$ cat src/rtl/mem_arbiter_rr.sv
// Round-robin arbiter from NUM_REQ cache requesters onto one tagged memory port.
// Optional MEM_ARB_DCACHE_PRIORITY_EN: requester 1 wins whenever eligible.
module mem_arbiter_rr #(
  parameter int NUM_REQ         = 2,
  parameter int TAG_W           = 4,
  parameter int MAX_OUTSTANDING = 4,
  parameter int ADDR_W          = 64
) (
  input  logic                             clock,
  input  logic                             reset,
  input  logic [NUM_REQ-1:0]               req_valid,
  input  logic [NUM_REQ-1:0][1:0]          req_command,
  input  logic [NUM_REQ-1:0][ADDR_W-1:0]   req_addr,
  input  logic [NUM_REQ-1:0][63:0]         req_data,
  output logic [NUM_REQ-1:0]               req_ready,
  output logic [TAG_W-1:0]                 req_tag,
  output logic [1:0]                       proc2mem_command,
  output logic [ADDR_W-1:0]                proc2mem_addr,
  output logic [63:0]                      proc2mem_data,
  input  logic [TAG_W-1:0]                 mem2proc_response,
  input  logic [63:0]                      mem2proc_data,
  input  logic [TAG_W-1:0]                 mem2proc_tag,
  output logic [NUM_REQ-1:0]               resp_valid,
  output logic [63:0]                      resp_data,
  output logic [TAG_W-1:0]                 resp_tag
);

  localparam logic [1:0] BUS_NONE = 2'd0;
  localparam logic [1:0] BUS_LOAD = 2'd1;
  localparam int DEPTH = 1 << TAG_W;
  localparam int PW    = $clog2(NUM_REQ);
  localparam int CW    = $clog2(MAX_OUTSTANDING + 1);

  logic [PW-1:0]      rr_q, rr_d;
  logic [CW-1:0]      cnt_q [NUM_REQ];
  logic [CW-1:0]      cnt_d [NUM_REQ];
  logic [DEPTH-1:0]   tv_q, tv_d;
  logic [PW-1:0]      town_q [DEPTH];
  logic [PW-1:0]      town_d [DEPTH];

  logic [NUM_REQ-1:0] elig, rr_elig;
  logic [PW-1:0]      win, idx, own;
  logic               found, drive, grant, ld_grant, rr_mv, hit;

  always_comb begin
    for (int i = 0; i < NUM_REQ; i++) begin
      elig[i] = req_valid[i] && req_command[i] != BUS_NONE &&
                !(req_command[i] == BUS_LOAD &&
                  cnt_q[i] == CW'(MAX_OUTSTANDING));
    end
    rr_elig = elig;
`ifdef MEM_ARB_DCACHE_PRIORITY_EN
    rr_elig[1] = 1'b0;
`endif
  end

  always_comb begin
    found = 1'b0;
    win   = '0;
    idx   = '0;
    rr_mv = 1'b1;
    for (int k = 0; k < NUM_REQ; k++) begin
      idx = PW'((int'(rr_q) + k) % NUM_REQ);
      if (!found && rr_elig[idx]) begin
        found = 1'b1;
        win   = idx;
      end
    end
`ifdef MEM_ARB_DCACHE_PRIORITY_EN
    // dcache bypasses the rotation and leaves the pointer alone
    if (elig[1]) begin
      found = 1'b1;
      win   = PW'(1);
      rr_mv = 1'b0;
    end
`endif
  end

  always_comb begin
    drive    = found && !reset;
    grant    = drive && mem2proc_response != '0;
    ld_grant = grant && req_command[win] == BUS_LOAD;
    proc2mem_command = drive ? req_command[win] : BUS_NONE;
    proc2mem_addr    = drive ? req_addr[win] : '0;
    proc2mem_data    = drive ? req_data[win] : '0;
    req_ready = grant ? (NUM_REQ'(1) << win) : '0;
    req_tag   = grant ? mem2proc_response : '0;
  end

  // lookup uses the registered table, so a same-cycle allocation never matches
  always_comb begin
    own        = town_q[mem2proc_tag];
    hit        = !reset && mem2proc_tag != '0 && tv_q[mem2proc_tag];
    resp_valid = hit ? (NUM_REQ'(1) << own) : '0;
    resp_data  = hit ? mem2proc_data : '0;
    resp_tag   = hit ? mem2proc_tag : '0;
  end

  always_comb begin
    rr_d = rr_q;
    if (grant && rr_mv)
      rr_d = (win == PW'(NUM_REQ - 1)) ? '0 : win + PW'(1);
    for (int i = 0; i < NUM_REQ; i++) begin
      cnt_d[i] = cnt_q[i];
      if (ld_grant && win == PW'(i) && !(hit && own == PW'(i)))
        cnt_d[i] = cnt_q[i] + CW'(1);
      else if (hit && own == PW'(i) && !(ld_grant && win == PW'(i)))
        cnt_d[i] = cnt_q[i] - CW'(1);
    end
    tv_d   = tv_q;
    town_d = town_q;
    if (hit)
      tv_d[mem2proc_tag] = 1'b0;
    if (ld_grant) begin
      tv_d[mem2proc_response]   = 1'b1;
      town_d[mem2proc_response] = win;
    end
  end

  always_ff @(posedge clock) begin
    if (reset) begin
      rr_q <= '0;
      tv_q <= '0;
      for (int i = 0; i < NUM_REQ; i++)
        cnt_q[i] <= '0;
    end else begin
      rr_q  <= rr_d;
      tv_q  <= tv_d;
      cnt_q <= cnt_d;
    end
  end

  always_ff @(posedge clock) begin
    town_q <= town_d;
  end

endmodule

$ cat config.mk
export PLATFORM = sky130hd
export DESIGN_NAME = mem_arbiter_rr
export DESIGN_NICKNAME = d
export VERILOG_FILES = /design/src/rtl/mem_arbiter_rr.sv
export SDC_FILE = /design/constraint.sdc
export NUM_CORES = 1
export LEC_CHECK = 0
export BUFFER_PORTS_ARGS = -buffer_cell sky130_fd_sc_hd__buf_2
export CAP_MARGIN = 5
export CORE_AREA = 3 3 211 213
export CTS_CLUSTER_DIAMETER = 120
export DETAILED_ROUTE_END_ITERATION = 7
export DIE_AREA = 0 0 214 216
export HOLD_SLACK_MARGIN = 0.1
export PLACE_DENSITY = 0.45
export SYNTH_ARGS = -nofsm -noshare
export SYNTH_HDL_FRONTEND = slang
export SYNTH_SLANG_ARGS = --single-unit
$ cat constraint.sdc
create_clock -name clock -period 4.3 [get_ports clock]
set_clock_uncertainty 0.1 [all_clocks]
set_input_delay 0.86 -clock clock [delete_from_list [all_inputs] [get_ports clock]]
set_output_delay 0.86 -clock clock [all_outputs]
set_load 0.02 [all_outputs]
==> out/qor.yml, run 1 <==
status: "finished, final reports clean"
criticalPathCategory: "input pin to primary output"
synth_top_area_frac: 0.1376
worstPathArrival_ns: 2.82
clock_latency_ns: 0.28
ctsHoldBuffers: 0
rsz0062_at_grt: "no"
leakagePower_uw: 0.004028
cp_common_cell: "buf_2"
crit_path_start_kind: "input pin"
synth_compound_area_frac: 0.3413
nets: 1555
ant_nets: 0
synthSimpleGateAreaFrac: 0.3040
place_area_um2: 8202
cts_tree: "done"
htreeDepth: 2
hold_viol: 0
drc: 0
ys_warn_count: 0
grt_max_degree: 86
cts-root-buf: "clkbuf_16"
p_clk_frac: 0.218
grt_overflow: 0
cts-buffers-inserted: 5
syn_to_final_growth_pct: 72.55
die-area_um2: 46220
setup_tns_ns: 0
ctsResizeCount: 0
synthAdderAreaFrac: 0.01345
min_path_type: "flip-flop to flip-flop"
synth_ff_type: "dfxtp_1"
synth_cells: 732
combPwrFrac: 0.538
muxShareOfSynthArea: 0.04528
fmax_ghz: 0.2649
fillers: 4894
drv_cap: 0
die_x_um: 214
grt_pass1_vias: 7476
switching_share: 0.4275
clkTransAtPathRegs_ns: 0.06
synth_top_family_by_area: "compound AO/OA/AOI/OAI gates"
avgSynthCellArea_um2: 6.606
crit_chain: "buf_2 -> nor4b_2 -> or2_4 -> buf_12 -> o21ai_0 -> a21oi_1 -> buf_2"
critPathSlowestCell: "nor4b_2"
syn-num-nets: 1072
seqPwrFrac: 0.244
synth_top_cell_by_area: "a21oi_1"
p_int_uw: 921.8
die-height_um: 216
grt_pass1_wl_um: 43610
routed_wl_um: 29780
switching_power_uw: 688.2
syn-cell-area_um2: 4836
cpPeakStageDelay_ns: 0.43
vias: 7732
yosysMostFrequentCell: "a21oi_1"
synth_cell_types: 44
ir_drop_v: 0.0001220
postLayoutCellArea_um2: 8344
dp_hpwl_um: 23310
drt_iter0_markers: 458
initial_core_util: 0.1128
period_minus_slack_ns: 3.776
setup_violations: 0
ys_seq_elements: 38
vias_per_cell: 4.288
clockBufferDepth: 2
drive_gt1_frac: 0.4893
cts_setup_buffers: 0
fp-row-count: 76
core_area_um2: 42890
synth_common_cells: "133 x a21oi_1, 132 x o21ai_0, 131 x nand3_1"
synth_edf_count: 16
io_buffers: 541
critPathCaptureType: "primary output"
post_drt_wl_per_cell_um: 16.52
globalRouteTotalUtil: 0.1180
synth.top_cells.by_area: "a21oi_1 14%, o21ai_0 14%, nand3_1 14%, edfxtp_1 9.9%, dfxtp_1 9.1%"
cts_sinks: 38
synth-seq-area-share: 0.1904
p_per_area_nw_per_um2: 192.9
drv_slew: 0
antenna_found_initial: 3
async_reset_ff_frac: 0
io_pins: 542
finalCritPeriodShare: 0.8781
crit_required_ns: 3.34
fin_util: 0.1946
firstDrtPassIters: 5
critPathMaxFanout: 85
place_congestion: 1.006
synth-xor-area-share: 0.007245
## logic make-up after synthesis
logic type      Yosys count
mux                      13
xor+xnor                  4
simple gates            266
fa+ha+maj                 4
compound gates          304
buf+inv                 102
flops                    38
other cells               1
## path summary, 6_finish.rpt
kind,start,end,slack (ns),depth (start not counted)
worst max register to register,cnt_q[1],cnt_q[5],1.14,11
worst min register to register,cnt_q[5],cnt_q[5],0.41,2
worst min-delay path,cnt_q[5],cnt_q[5],0.41,2
worst max-delay path,req_command[3],proc2mem_data[47],0.52,7
## cell type report
type | count | area, um2 | area share
clock buffer | 6 | 128.9 | 0.01544
inverter | 7 | 26.28 | 0.003149
timing repair buffer | 571 | 3045 | 0.3650
sequential | 38 | 920.9 | 0.1104
tap | 585 | 732.0 | 0.08772
clock inverter | 2 | 8.758 | 0.001050
antenna | 2 | 5.005 | 0.0005998
multi-input combinational | 592 | 3477 | 0.4167
## cells in the final DEF (no fill, tap or decap), types with 2 or more instances in the layout
cell and count:
nor2_1 10, nand3_1 131, fa_1 2, and3b_1 2, edfxtp_1 16, mux4_2 7
nor3b_1 2, o41ai_1 12, o311ai_0 6, nor4_1 13, xor2_1 4, o211ai_1 9
and3_1 4, buf_12 9, clkbuf_16 5, o21ai_0 132, nand2_1 8, nand2b_1 8
buf_4 21, ha_1 2, diode_2 2, nor3_1 5, or3_1 3, and2_1 68
inv_1 6, nor2b_1 3, a21oi_1 133, buf_2 541, dfxtp_1 22, nor4b_2 2
clkinv_1 2, o31ai_1 4, mux2i_1 5
## flip-flops by register name, indices dropped and copies added, names as in the netlist
name,count
town_q,16
tv_q,15
cnt_q,6
rr_q,1
## critical path, delay by kind of cell
kind / cells / cell delay (ns)
AND/OR/NAND/NOR: 2 / 0.68
AO/OA/AOI/OAI: 2 / 0.58
buffers and inverters: 3 / 0.65
## metrics by stage
| stage | power [uW] | worst slack, ns | hold WS [ns] | std cells |
|---|---|---|---|---|
| 2_1_floorplan | 865.1 | 0.7696 | 0.3603 | 732 |
| 3_3_place_gp | 1269 | 0.4630 | 0.3860 | 1793 |
| 3_5_place_dp | 1269 | 0.4351 | 0.3877 | 1793 |
| 4_1_cts | 1624 | 0.5858 | 0.4030 | 1801 |
| 5_1_grt | 1717 | 0.4093 | 0.4164 | 1801 |
| 6_report | 1610 | 0.5243 | 0.4060 | 1803 |
## layer usage
metal | vias up | GRT usage | share of wire
met2 | 454 | 0.2099 | 0.50
met3 | 46 | 0.03450 | 0.092
met5 | - | 0 | 0.0011
met1 | 3561 | 0.1374 | 0.39
met4 | 6 | 0.03371 | 0.024
li1 | 3665 | - | -
## power by group through the flow
| stage | Sequential [uW] | Clock [uW] | Combinational [uW] |
|---|---|---|---|
| 6_report | 393 | 351 | 866 |
| 5_1_grt | 394 | 375 | 949 |
| 4_1_cts | 393 | 359 | 872 |
| 3_5_place_dp | 401 | 0 | 868 |
| 3_3_place_gp | 401 | 0 | 869 |
| 2_1_floorplan | 398 | 0 | 467 |
Note: power is estimated with default switching activity, not from simulation.
==> run 2: changes to the inputs <==
==> constraint.sdc (replaced) <==
create_clock -name clock -period 4.25 [get_ports clock]
set_clock_uncertainty 0.1 [all_clocks]
set_input_delay 0.85 -clock clock [delete_from_list [all_inputs] [get_ports clock]]
set_output_delay 0.85 -clock clock [all_outputs]
set_load 0.02 [all_outputs]
==> run 2 against run 1 <==
  * Final cell count is essentially flat
  * Critical endpoint is now proc2mem_data[50]
  * Combinational power rose by 1%
  * Sequential cell count is the same
  * Largest power group unchanged
  * Non-clock buffer count rose by 2
  * Critical path depth unchanged
  * Count of clock-buffer cells in the layout is the same
  * Critical path type unchanged
  * Clock power about the same
  * Utilization unchanged
  * Largest cell class unchanged
  * Total power grew 1.1%
==> out/qor.yml, run 2 (synthesized netlist as in run 1, its figures left out) <==
globalRouteTotalUtil: 0.1182
multiInputGateArea_um2: 3477
place_congestion: 0.9487
tightest_slew_ns: 0.8230
clkTransAtPathRegs_ns: 0.05
die-height_um: 216
hp-start: "cnt_q[5]"
critPathSlowestCell: "o22ai_1"
nets: 1557
initial_core_util: 0.1128
worstHoldPathCells: 2
min_path_type: "flip-flop to flip-flop"
max_slew_margin: 0.4513
largest_register_ff_count: 16
cts_sinks: 38
cts_setup_buffers: 0
cts-buffers-inserted: 5
cp_common_cell: "buf_2"
fmax_ghz: 0.2581
criticalPathCategory: "input pin to primary output"
hold_end: "cnt_q[5]"
cp_top_family: "compound AO/OA/AOI/OAI gates"
fillers: 4904
firstDrtPassIters: 5
p_per_area_nw_per_um2: 195.1
r2r-end: "cnt_q[5]"
drv_cap: 0
clockBufferDepth: 2
drv_slew: 0
setup_tns_ns: 0
reg.largest.list: "town_q x16, tv_q x15, cnt_q x6"
p_int_uw: 930.0
ctsHoldBuffers: 0
grt_overflow: 0
ant_nets: 0
crit_chain: "buf_2 -> o21ai_1 -> o22ai_1 -> nand2_4 -> buf_12 -> a21oi_1 -> buf_2"
dp_hpwl_um: 23610
grt_max_degree: 84
status: "finished, final reports clean"
period_minus_slack_ns: 3.875
dpl_worst_slack_ns: 0.3986
worstPathArrival_ns: 2.92
drc: 0
ctsResizeCount: 0
regMostFlops: "town_q"
switching_share: 0.4287
hold_viol: 0
fp-row-count: 76
io_buffers: 541
critPathCaptureType: "primary output"
timing.rr.start: "cnt_q[1]"
drt_iter0_markers: 505
power_uw: 1628
final_common_cell: "buf_2"
finalCritPeriodShare: 0.9117
crit_path_start_kind: "input pin"
rsz0062_at_grt: "no"
die_x_um: 214
setup_violations: 0
core_area_um2: 42890
cpPeakStageDelay_ns: 0.67
seqPwrFrac: 0.244
grt_pass1_wl_um: 43750
clock_latency_ns: 0.28
p_clk_frac: 0.217
leakagePower_uw: 0.004035
vias_per_cell: 4.299
io_pins: 542
vias: 7755
htreeDepth: 2
worst_slack_ns: 0.3751
cts-root-buf: "clkbuf_16"
die-area_um2: 46220
grt_pass1_vias: 7441
place_area_um2: 8204
regArea_um2: 920.9
switching_power_uw: 698.0
cts_tree: "done"
crit_required_ns: 3.30
postLayoutCellArea_um2: 8344
combPwrFrac: 0.539
routed_wl_um: 30000
antenna_found_initial: 3
regToRegSetupSlack_ns: 1.23
final_cell_mix: "541 x buf_2, 133 x a21oi_1, 132 x o21ai_0"
drive_gt1_frac: 0.4901
ir_drop_v: 0.0001630
crit_buf_inv: 3
syn_to_final_growth_pct: 72.55
critPathMaxFanout: 33
rr_worst_depth: 12
post_drt_wl_per_cell_um: 16.63
## run 2: cell types whose count changed in the layout (fill, tap and decap cells not counted), sizes merged
cell / previous run / this run
buf: 571 / 573
diode: 2 / 1
## run 2: worst register-to-register path, stage by stage, from the launching register on
cell	delay, ns
dfxtp_1	0.36
nor4b_2	0.38
buf_4	0.19
or2_4	0.15
buf_12	0.19
nor2_1	0.11
nor4_1	0.23
ha_1	0.23
inv_1	0.06
fa_1	0.37
xor2_1	0.15
or3_1	0.30
a21oi_1	0.14
## run 2: through the flow
stage | hold slack [ns] | util | std cells
2_1_floorplan | 0.3603 | - | 732
3_3_place_gp | 0.3848 | 0.1913 | 1795
3_5_place_dp | 0.3926 | 0.1913 | 1795
4_1_cts | 0.4011 | 0.1945 | 1803
5_1_grt | 0.4167 | 0.1945 | 1803
6_report | 0.4045 | 0.1946 | 1804
## run 2: power groups by stage
stage	Clock [uW]	Combinational [uW]	Sequential, uW
3_5_place_dp	0	878	405
6_report	354	877	398
2_1_floorplan	0	472	403
4_1_cts	361	883	397
5_1_grt	375	958	398
3_3_place_gp	0	883	405
## run 2: area by class of cell
type | instances | share of cell area
Sequential cell | 38 | 0.1104
Inverter | 7 | 0.003149
Timing Repair Buffer | 573 | 0.3653
Multi-Input combinational cell | 592 | 0.4167
Clock buffer | 6 | 0.01544
Tap cell | 585 | 0.08772
Clock inverter | 2 | 0.001050
Antenna cell | 1 | 0.0002999
## run 2: per-layer routing
metal / part of all wire / GRT usage / vias to the layer above / routed length (um)
met3: 0.077 / 0.02394 / 48 / 2321
met5: 0.00090 / 0 / - / 27
met1: 0.40 / 0.1429 / 3606 / 11870
met2: 0.50 / 0.2105 / 437 / 14940
met4: 0.028 / 0.03662 / 4 / 843
li1: - / - / 3660 / -
## run 2: how the worst max path moves through the flow
stage,from,end,slack [ns],cells after the start
after floorplan,mem2proc_tag[0],cnt_q[5],0.73,12
after CTS,mem2proc_tag[0],resp_data[19],0.40,7
after detailed placement,mem2proc_tag[0],resp_data[19],0.40,7
after global placement,req_command[3],proc2mem_data[50],0.43,7
after global routing,mem2proc_tag[0],resp_data[15],0.26,7
final,req_command[3],proc2mem_data[50],0.38,7
